--- src/rtl/hazard_stall_unit.sv ---
// ---------------------------------------------------------------------------
// hazard_stall_unit
//
// Pipeline control for the 5-stage DLX pipeline. It covers the hazards that
// operand forwarding cannot resolve:
//   * load-use hazards: one-cycle stall of PC and IF/ID, plus a bubble into ID/EX
//   * taken branches: flush of the IF/ID register
//   * data-memory wait states: freezes the whole pipeline. A timeout FSM latches
//     a sticky error when memory never answers.
// Two saturating performance counters track stall cycles and flush cycles.
//
// Parameters:
//   MEM_TIMEOUT  consecutive not-ready MEM_WAIT cycles tolerated (1..255)
//   CNT_W        width of stall_cnt / flush_cnt
//
// Ports:
//   clk, rst_n           clock (rising edge), asynchronous active-low reset
//   IFID_rs/rt/uses_rt   source operands of the instruction in ID
//   IDEX_rt/MemRead      destination and load flag of the instruction in EX
//   EXMEM_MemRead/Write  data-memory access of the instruction in MEM
//   dmem_ready           data memory finished the current access
//   branch_taken         branch in ID resolved taken
//   PC_write, IFID_write, IDEX_write, EXMEM_write   register load enables
//   IFID_flush           zero IF/ID at the next edge
//   IDEX_bubble, MEMWB_bubble   load zeroed control bits into ID/EX, MEM/WB
//   mem_error            sticky memory-timeout flag
//   stall_cnt, flush_cnt saturating performance counters
// ---------------------------------------------------------------------------
module hazard_stall_unit #(
    parameter int MEM_TIMEOUT = 16,
    parameter int CNT_W       = 16
) (
    input  logic             clk,
    input  logic             rst_n,
    input  logic [4:0]       IFID_rs,
    input  logic [4:0]       IFID_rt,
    input  logic             IFID_uses_rt,
    input  logic [4:0]       IDEX_rt,
    input  logic             IDEX_MemRead,
    input  logic             EXMEM_MemRead,
    input  logic             EXMEM_MemWrite,
    input  logic             dmem_ready,
    input  logic             branch_taken,
    output logic             PC_write,
    output logic             IFID_write,
    output logic             IFID_flush,
    output logic             IDEX_write,
    output logic             IDEX_bubble,
    output logic             EXMEM_write,
    output logic             MEMWB_bubble,
    output logic             mem_error,
    output logic [CNT_W-1:0] stall_cnt,
    output logic [CNT_W-1:0] flush_cnt
);

    typedef enum logic [1:0] {
        RUN      = 2'd0,
        MEM_WAIT = 2'd1,
        ERROR    = 2'd2
    } state_t;

    localparam logic [7:0] TIMEOUT_VAL = 8'(MEM_TIMEOUT);

    state_t     state;
    state_t     state_next;
    logic [7:0] wait_cnt;
    logic [7:0] wait_cnt_next;

    logic mem_req;
    logic freeze;
    logic load_use;

    assign mem_req  = EXMEM_MemRead | EXMEM_MemWrite;
    assign freeze   = (mem_req & ~dmem_ready) | (state == ERROR);
    // r0 is hardwired to zero, so a load targeting it can never cause a hazard.
    assign load_use = IDEX_MemRead & (IDEX_rt != 5'd0) &
                      ((IDEX_rt == IFID_rs) | (IFID_uses_rt & (IDEX_rt == IFID_rt)));

    // Memory wait-state FSM. A dropped request in MEM_WAIT is treated as
    // completion so the pipeline cannot hang on a cancelled access.
    always_comb begin
        state_next    = state;
        wait_cnt_next = wait_cnt;
        case (state)
            RUN: begin
                if (mem_req && !dmem_ready) begin
                    state_next    = MEM_WAIT;
                    wait_cnt_next = 8'd1;
                end
            end
            MEM_WAIT: begin
                if (!mem_req || dmem_ready) begin
                    state_next    = RUN;
                    wait_cnt_next = 8'd0;
                end else if (wait_cnt >= TIMEOUT_VAL) begin
                    state_next = ERROR;
                end else begin
                    wait_cnt_next = wait_cnt + 8'd1;
                end
            end
            ERROR: begin
                state_next = ERROR;
            end
            default: begin
                state_next    = RUN;
                wait_cnt_next = 8'd0;
            end
        endcase
    end

    always_ff @(posedge clk or negedge rst_n) begin
        if (!rst_n) begin
            state     <= RUN;
            wait_cnt  <= 8'd0;
            mem_error <= 1'b0;
        end else begin
            state     <= state_next;
            wait_cnt  <= wait_cnt_next;
            mem_error <= mem_error | (state_next == ERROR);
        end
    end

    // Control outputs, priority reset > freeze > load_use > branch_taken.
    // While reset is asserted the pipeline holds and injects bubbles so no
    // stale control bits escape when reset is released.
    always_comb begin
        PC_write     = 1'b1;
        IFID_write   = 1'b1;
        IFID_flush   = 1'b0;
        IDEX_write   = 1'b1;
        IDEX_bubble  = 1'b0;
        EXMEM_write  = 1'b1;
        MEMWB_bubble = 1'b0;
        if (!rst_n) begin
            PC_write     = 1'b0;
            IFID_write   = 1'b0;
            IDEX_write   = 1'b0;
            EXMEM_write  = 1'b0;
            IDEX_bubble  = 1'b1;
            MEMWB_bubble = 1'b1;
        end else if (freeze) begin
            PC_write     = 1'b0;
            IFID_write   = 1'b0;
            IDEX_write   = 1'b0;
            EXMEM_write  = 1'b0;
            MEMWB_bubble = 1'b1;
        end else if (load_use) begin
            // The bubble clears IDEX_MemRead, so the hazard lasts one cycle;
            // a taken branch in the same cycle is re-evaluated next cycle.
            PC_write    = 1'b0;
            IFID_write  = 1'b0;
            IDEX_bubble = 1'b1;
        end else if (branch_taken) begin
            IFID_flush = 1'b1;
        end
    end

    // Saturating performance counters.
    always_ff @(posedge clk or negedge rst_n) begin
        if (!rst_n) begin
            stall_cnt <= '0;
            flush_cnt <= '0;
        end else begin
            if (!PC_write && (stall_cnt != {CNT_W{1'b1}})) begin
                stall_cnt <= stall_cnt + 1'b1;
            end
            if (IFID_flush && (flush_cnt != {CNT_W{1'b1}})) begin
                flush_cnt <= flush_cnt + 1'b1;
            end
        end
    end

endmodule

--- config.mk ---
export PLATFORM = sky130hd
export DESIGN_NAME = hazard_stall_unit
export DESIGN_NICKNAME = d
export VERILOG_FILES = /design/src/rtl/hazard_stall_unit.sv
export SDC_FILE = /design/constraint.sdc
export NUM_CORES = 1
export LEC_CHECK = 0
export ABC_AREA = 1
export ABC_CLOCK_PERIOD_IN_PS = 1500
export BUFFER_PORTS_ARGS = -buffer_cell sky130_fd_sc_hd__buf_2
export CAP_MARGIN = 20
export CORE_MARGIN = 2
export CORE_UTILIZATION = 40
export CTS_CLUSTER_SIZE = 12
export DETAILED_ROUTE_END_ITERATION = 8
export GPL_TIMING_DRIVEN = 0
export SYNTH_ARGS = -nofsm -noshare
export SYNTH_HDL_FRONTEND = slang
export SYNTH_SLANG_ARGS = --single-unit
--- constraint.sdc ---
create_clock -name clk -period 1.5 [get_ports clk]
set_input_delay 0.225 -clock clk [delete_from_list [all_inputs] [get_ports clk]]
set_output_delay 0.225 -clock clk [all_outputs]
set_load 0.01 [all_outputs]
==> results of run 1 <==
[critical path: stages, from the launching register on]
cell	delay [ps]
dfrtp_1	410
nand2_4	80
o21ai_4	70
nor2_8	110
inv_4	40
a21oi_4	140
buf_6	140
buf_6	90
buf_6	80
[path summary, 6_finish.rpt]
check / endpoint / cells after the start
worst max-delay path: PC_write / 8
worst min-delay path: flush_cnt[5] / 1
worst max register to register: flush_cnt[5] / 10
worst min register to register: mem_error / 1
max in group asynchronous: stall_cnt[2] / 1
min in group clk: flush_cnt[12] / 3
[kinds of logic (layout without fill, tap and decap cells)]
kind of cell | Yosys count | in the layout
xor gates and xnor gates | 27 | 27
buffers and inverters | 59 | 168
adders and majority gates | 4 | 4
and+or+nand+nor | 222 | 222
DFF | 43 | 43
AOI/OAI and AO/OA | 17 | 17
[metal layers]
metal	GRT usage	vias up	wire length, µm
li1	-	1409	-
met2	0.312	76	3550
met4	0.0358	0	87
met5	0	-	0
met3	0.0382	15	322
met1	0.222	1284	3190
[Yosys cell counts (all sizes together)]
library cell,number
nand3,30
a21oi,5
dfrtp,43
o2111ai,1
xnor2,13
nor2,37
nor3,10
nand2,118
nand4,26
o21ai,10
clkinv,1
ha,4
buf,10
inv,48
or2,1
o21bai,1
xor2,14
[per-stage QoR]
| stage | setup slack, ps | hold slack, ps | power [mW] | cells |
|---|---|---|---|---|
| after floorplan | -23.1 | -70.6 | 1.24 | 372 |
| after global placement | -984 | 447 | 1.31 | 529 |
| after global routing | -271 | -152 | 2.47 | 577 |
| after CTS | -225 | -151 | 2.40 | 560 |
| after detailed placement | -1010 | 447 | 1.31 | 529 |
| final | -200 | -166 | 2.37 | 577 |
[registers in the layout, summed over array words and instances (netlist names)]
register / flops
flush_cnt: 16
stall_cnt: 16
wait_cnt: 8
state: 2
mem_error: 1
[report_power, final]
part           internal [mW]  switching (mW)
combinational         0.0445          0.0853
sequential              1.16               0
clock                  0.666           0.413
total                   1.87           0.498
[repair_timing]
action	4_1_cts	5_1_grt
resized for setup	16	54
setup buffers	22	17
hold endpoints to repair	43	43
endpoints found under the setup margin	39	42
cloned	1	2
pin swaps	6	20
[area by class of cell]
| type | instances | area share |
|---|---|---|
| timing repair buffer | 101 | 0.173 |
| clock buffer | 6 | 0.0180 |
| sequential | 43 | 0.268 |
| inverter | 49 | 0.0468 |
| buffer | 10 | 0.0279 |
| clock inverter | 2 | 0.0149 |
| tap | 96 | 0.0298 |
| multi-input combinational | 270 | 0.422 |
==> results.yml, run 1 <==
detailed_routing:
  avgRoutedWirePerCell_um: 12.4
  viasPerCell: 4.82
  routed_wl_um: 7150
  drc: 0
  vias: 2784
  drtIter0Drc: 125
  final_antenna_net_count: 0
  first_pass_iters: 4
power:
  powerDensity_nw_per_um2: 586
  ir_worst_vdd_v: 0.000423
  p_leak_nw: 2.11
final_layout:
  layout_commonest_cell: "nand2_1"
  fin_nets: 507
  multi_input_area_um2: 1700
  fillers: 650
  drive_gt1_frac: 0.420
  postLayoutCellArea_um2: 4040
  n_antenna_cell: 0
  area_growth_pct: 41.2
  layout_common_cells: "nand2_1, buf_2, inv_1, dfrtp_1, nand2_2"
  utilization: 0.588
  seqCellArea_um2: 1080
hold_path:
  min_path_type: "input pin to async pin"
clocking:
  cts_buffer_depth: 2
  cts_root_buf: "clkbuf_8"
  clk_latency_ps: 300
  cts.reportedPaths.clkPinSlew_ps: 90
  htreeDepth: 2
  cts_tree: "done"
  clock_sinks: 43
  numCtsBuffers: 5
placement:
  io_buffers: 61
  place_hpwl_um: 4630
  dpl_cell_area_um2: 3310
  gp_congestion: 0.839
timing:
  timing.final.max_slew_violations: 0
  setup_viol: 20
  hold_violations: 43
  hold_slack_ps: -166
  worst_slack_ps: -200
  worstMarginPinSlew_ps: 414
  min_period_ps: 1700
  fmax_mhz: 588
  min_period_over_period: 1.13
  finalClockSkew_ps: 10.4
  rsz0062_at_grt: "true"
  relSlewSlack: 0.724
  fin_setup_tns_ps: -1820
setup_path:
  critPathArrivalTime_ps: 1470
  worst-path-max-fanout: 3
  critical_path_class: "register to output pin"
  r2r_start: "flush_cnt[1]"
  required_ps: 1270
  crit_start: "state[1]"
  cp-end-kind: "output pin"
  start_kind: "register"
  rrSetupSlack_ps: -90
synthesis:
  synth_warnings: 0
  synth-xor-area-share: 0.0827
  synth_area_leaders: "dfrtp_1, nand2_1, inv_1"
  synthAdderAreaFrac: 0.0175
  synth_compound_area_frac: 0.0372
  synth_cell_types: 32
  synth_area_leader_cell: "dfrtp_1"
  ys_seq_area_frac: 0.377
  avgSynthCellArea_um2: 7.68
  netlist_instances: 372
  synth_top_family_by_area: "simple AND/OR/NAND/NOR gates"
  yosys.area_share.simple: 0.394
  muxShareOfSynthArea: 0
  ys_ff_latch: 43
  netlist_area_um2: 2860
  synth_nets: 399
  yosys.area.top_type_share: 0.377
flow_run:
  cap_violations: 0
die:
  top_level_ports: 63
  core_area_um2: 6870
  die_x_um: 88.5
  dieArea_um2: 7840
  start_util: 0.416
  num_rows: 30
  die_h_um: 88.5
global_route:
  grt_overflow_total: 0
  grt_usage: 0.177
  grt_pass1_vias: 2484
  grt_pass1_wl_um: 11100
  grt_max_degree: 46
  antenna_found_initial: 0
run_status:
  outcome: "finished, violations left"
  violations: "hold timing, setup timing"
No activity file was read; power rests on OpenSTA's default activity.
==> inputs of run 2 (changes only) <==
Settings changed: ABC_CLOCK_PERIOD_IN_PS 1500 to 1700.
Clock period 1.5 ns to 1.7 ns, I/O delays scaled along.
==> run 2 against run 1 <==
Against the previous run:
- the flow still finishes with violations (hold timing, setup timing)
- non-clock buffer count fell by 13
- total power decreased by 19%
- first-iteration DRC count decreased by 42%
- routed wire length decreased by 5.0%
- global-route usage increased by 0.74 points
- sequential power decreased by 12%
- clock skew decreased by 0.76 ps
- sequential share of layout area rose by 2.1 points
- sequential cell count did not move
- worst setup slack gained 130 ps
- register-to-register slack better by 210 ps
- critical path type unchanged
- largest power group unchanged
==> results.yml, run 2 (same netlist as run 1, synthesis figures left out) <==
run_status:
  outcome: "finished, violations left"
  violations: "hold timing, setup timing"
timing:
  hold_slack_ps: -146
  timing.final.max_slew_violations: 0
  min_period_ps: 1770
  setup_viol: 1
  relSlewSlack: 0.755
  hold_violations: 43
  rsz0062_at_grt: "true"
  finalClockSkew_ps: 9.68
  worst_slack_ps: -71.5
  min_period_over_period: 1.04
  fin_setup_tns_ps: -71.5
  worstMarginPinSlew_ps: 368
  fmax_mhz: 564
detailed_routing:
  vias: 2637
  final_antenna_net_count: 0
  drc: 0
  first_pass_iters: 4
  viasPerCell: 4.68
  avgRoutedWirePerCell_um: 12.1
  drtIter0Drc: 73
  routed_wl_um: 6790
power:
  p_int_mw: 1.49
  swShare: 0.223
  p_leak_nw: 1.96
  p_switching_uw: 429
  ir_worst_vdd_v: 0.000309
  clock_power_share: 0.409
  seqPwrFrac: 0.532
  power_mw: 1.92
  powerDensity_nw_per_um2: 516
  pwr-share-comb: 0.060
placement:
  place_inst: 529
  dpl_cell_area_um2: 3280
  place_hpwl_um: 4770
  io_buffers: 61
  gp_congestion: 0.847
hold_path:
  min_path_type: "input pin to async pin"
clocking:
  numCtsBuffers: 5
  clock_sinks: 43
  cts_root_buf: "clkbuf_8"
  clk_latency_ps: 300
  htreeDepth: 2
  cts.reportedPaths.clkPinSlew_ps: 90
  cts_buffer_depth: 2
  cts_tree: "done"
final_layout:
  seqCellArea_um2: 1080
  drive_gt1_frac: 0.340
  multi_input_area_um2: 1590
  n_antenna_cell: 0
  utilization: 0.542
  reg.largest.list: "flush_cnt x16, stall_cnt x16, wait_cnt x8"
  fin_nets: 494
  postLayoutCellArea_um2: 3720
  layout_commonest_cell: "nand2_1"
  fillers: 661
  area_growth_pct: 30.3
  layout_common_cells: "nand2_1, buf_2, dfrtp_1, inv_1, nor2_1"
  final_cells: 563
setup_path:
  rrSetupSlack_ps: 120
  slowest_stage: "dfrtp_1"
  r2r_start: "flush_cnt[1]"
  critPathArrivalTime_ps: 1520
  cp_common_cell: "buf_6"
  worst-path-max-fanout: 4
  cp-end-kind: "output pin"
  critPathMaxStageDelay_ps: 370
  required_ps: 1440
  reg2reg_depth: 9
  reg2reg_to: "flush_cnt[11]"
  crit_chain: "inv_2 > nand2_4 > o21ai_4 > nor2_8 > inv_4 > a21oi_4 > buf_6 > buf_6 > buf_6"
  start_kind: "register"
  critical_path_class: "register to output pin"
die:
  start_util: 0.416
  num_rows: 30
  die_x_um: 88.5
  dieArea_um2: 7840
  top_level_ports: 63
  core_area_um2: 6870
  die_h_um: 88.5
global_route:
  met1_usage: 0.234
  top_usage_layer: "met2"
  antenna_found_initial: 0
  grt_pass1_wl_um: 11400
  grt_max_degree: 46
  grt_overflow_total: 0
  globalRouteMet3Util: 0.0336
  grt_usage: 0.184
  met2_usage: 0.325
  grt_pass1_vias: 2491
flow_run:
  cap_violations: 0
run 2: cell count changes in the layout (fill, tap and decap cells not counted), sizes merged:
cell,change
bufinv,-1
clkinv,+1
buf,-12
clkbuf,-1
inv,-1
run 2: power by group through the flow:
stage	Clock [mW]	Combinational, mW	Sequential [mW]
floorplan	0	0.0516	1.04
global placement	0	0.112	1.04
detailed placement	0	0.115	1.04
CTS	0.819	0.118	1.02
global route	0.847	0.133	1.02
finish	0.785	0.115	1.02
run 2: area by class of cell:
cell class | count | area share
plain buffers | 8 | 0.0181
clock buffers | 6 | 0.0195
clock inverters | 1 | 0.00806
inverters | 49 | 0.0511
multi-input cells | 270 | 0.427
flip-flops and latches | 43 | 0.289
well taps | 96 | 0.0323
repair buffers | 90 | 0.155
run 2: critical path, delay by kind of cell, from the launching register on:
family          cells  cell delay [ps]
simple gates        2              220
compound gates      2              210
flops               1              370
buf+inv             5              420
run 2: stage by stage:
step,worst slack (ps),hold WS (ps)
2_1_floorplan,126,-40.6
5_1_grt,-136,-103
4_1_cts,-115,-121
3_3_place_gp,-905,452
3_5_place_dp,-960,450
6_report,-71.5,-146
run 2: per-layer routing:
metal / vias to the layer above / wire length (µm)
met5: - / 0
met4: 0 / 52
met3: 6 / 253
met2: 50 / 3410
met1: 1211 / 3080
li1: 1370 / -
run 2: worst max path at each step:
stage | from | to | slack (ps) | cells after the start
finish | state[0] | PC_write | -70 | 9
global route | state[0] | PC_write | -140 | 9
CTS | state[1] | PC_write | -110 | 8
detailed placement | rst_n | PC_write | -960 | 8
global placement | rst_n | PC_write | -910 | 8
floorplan | flush_cnt[0] | flush_cnt[10] | 130 | 9
run 2: what timing repair did:
action                     in CTS  in global routing
pin swaps                       5                  7
hold endpoints to repair       43                 43
setup endpoints to repair      38                 33
setup buffers                  14                 16
resized for setup              19                 14
==> inputs of run 3 (changes only) <==
Settings changed: CORE_ASPECT_RATIO set to 0.8.
==> run 3 against run 2 <==
Against the previous run:
- the run still ends with hold timing, setup timing left
- die area barely moved
- worst setup slack gained 3.7 ps
- register-to-register slack is essentially flat
- global-route usage rose by 0.10 points
- critical endpoint unchanged
==> results.yml, run 3 (same netlist as run 1, synthesis figures left out) <==
detailed_routing:
  final_antenna_net_count: 0
  drtIter0Drc: 68
  routed_wl_um: 6840
  first_pass_iters: 4
  viasPerCell: 4.77
  vias: 2619
  avgRoutedWirePerCell_um: 12.5
  drc: 0
power:
  powerDensity_nw_per_um2: 515
  p_leak_nw: 1.93
  power_mw: 1.86
  ir_worst_vdd_v: 0.000353
run_status:
  violations: "hold timing, setup timing"
  outcome: "finished, violations left"
timing:
  worst_slack_ps: -67.8
  rsz0062_at_grt: "true"
  worstMarginPinSlew_ps: 358
  finalClockSkew_ps: 8.64
  timing.final.max_slew_violations: 0
  min_period_over_period: 1.04
  min_period_ps: 1770
  fmax_mhz: 566
  hold_violations: 43
  relSlewSlack: 0.761
  fin_setup_tns_ps: -85.8
  hold_slack_ps: -126
  setup_viol: 2
global_route:
  grt_overflow_total: 0
  grt_pass1_wl_um: 11900
  grt_pass1_vias: 2484
  antenna_found_initial: 0
  grt_usage: 0.185
  grt_max_degree: 46
placement:
  place_inst: 520
  gp_congestion: 0.862
  io_buffers: 61
  place_hpwl_um: 4910
  dpl_cell_area_um2: 3270
final_layout:
  layout_common_cells: "nand2_1, buf_2, dfrtp_1, inv_1, nor2_1"
  utilization: 0.525
  layout_commonest_cell: "nand2_1"
  reg.largest.list: "flush_cnt x16, stall_cnt x16, wait_cnt x8"
  n_antenna_cell: 0
  fin_nets: 488
  postLayoutCellArea_um2: 3610
  multi_input_area_um2: 1550
  area_growth_pct: 26.5
  seqCellArea_um2: 1080
  drive_gt1_frac: 0.320
  fillers: 707
  final_cells: 549
clocking:
  clk_latency_ps: 300
  numCtsBuffers: 5
  cts.reportedPaths.clkPinSlew_ps: 90
  htreeDepth: 2
  cts_tree: "done"
  clock_sinks: 43
  cts_buffer_depth: 2
  cts_root_buf: "clkbuf_8"
setup_path:
  rrSetupSlack_ps: 120
  cp-end-kind: "output pin"
  required_ps: 1440
  start_kind: "register"
  slowest_stage: "dfrtp_1"
  worst-path-max-fanout: 4
  critPathMaxStageDelay_ps: 420
  cp_common_cell: "buf_6"
  critical_path_class: "register to output pin"
  critPathArrivalTime_ps: 1510
  crit_chain: "nand2_4 > o21ai_4 > nor2_8 > inv_4 > a21oi_4 > buf_6 > buf_6 > buf_6"
die:
  die_x_um: 98.5
  start_util: 0.415
  num_rows: 27
  dieArea_um2: 7840
  top_level_ports: 63
  core_area_um2: 6890
  die_h_um: 79.6
flow_run:
  cap_violations: 0
hold_path:
  min_path_type: "input pin to async pin"
-- run 3: cell count changes in the layout (fill, tap and decap cells not counted), sizes merged --
| cell | before | now |
|---|---|---|
| bufinv | 1 | 0 |
| buf | 97 | 91 |
| clkbuf | 7 | 9 |
-- run 3: final cells by class --
type,instances,area share
plain buffers,9,0.0208
clock buffers,8,0.0277
inverters,49,0.0519
multi-input cells,270,0.428
flip-flops and latches,43,0.298
well taps,87,0.0301
repair buffers,83,0.143
-- run 3: final timing paths --
kind,startpoint,to,cells after the start
setup reg to reg,flush_cnt[1],flush_cnt[5],10
min in group clk,branch_taken,flush_cnt[2],3
max in group asynchronous,rst_n,stall_cnt[0],1
hold reg to reg,mem_error,mem_error,1
hold / removal,rst_n,flush_cnt[8],1
setup / recovery,state[1],PC_write,8
-- run 3: worst max-delay path: cells and delay by family, from the launching register on --
| family | cells | cell delay (ps) |
|---|---|---|
| buffers and inverters | 4 | 360 |
| and+or+nand+nor | 2 | 260 |
| DFF | 1 | 420 |
| AOI/OAI and AO/OA | 2 | 190 |
-- run 3: metrics by stage --
step | hold slack (ps) | setup slack (ps)
finish | -126 | -67.8
global route | -95.1 | -133
CTS | -113 | -123
detailed placement | 452 | -949
global placement | 451 | -923
floorplan | -40.6 | 126
-- run 3: repair_timing --
| item | CTS | global route |
|---|---|---|
| gates resized for setup | 10 | 11 |
| endpoints found under the setup margin | 38 | 28 |
| pin swaps | 4 | 5 |
| setup buffers | 10 | 13 |
| hold endpoints to repair | 43 | 43 |
-- run 3: power breakdown --
group | internal (mW) | total, mW | leakage (nW) | switching (mW)
combinational | 0.0396 | 0.117 | 1.33 | 0.0774
sequential | 1.02 | 1.02 | 0.549 | 0
clock | 0.371 | 0.723 | 0.0515 | 0.352
total | 1.43 | 1.86 | 1.93 | 0.429
-- run 3: per-layer routing --
metal / wire length (µm) / global-route usage
met1: 3470 / 0.266
met2: 3000 / 0.292
met3: 326 / 0.0333
met4: 40 / 0.0411
met5: 0 / 0
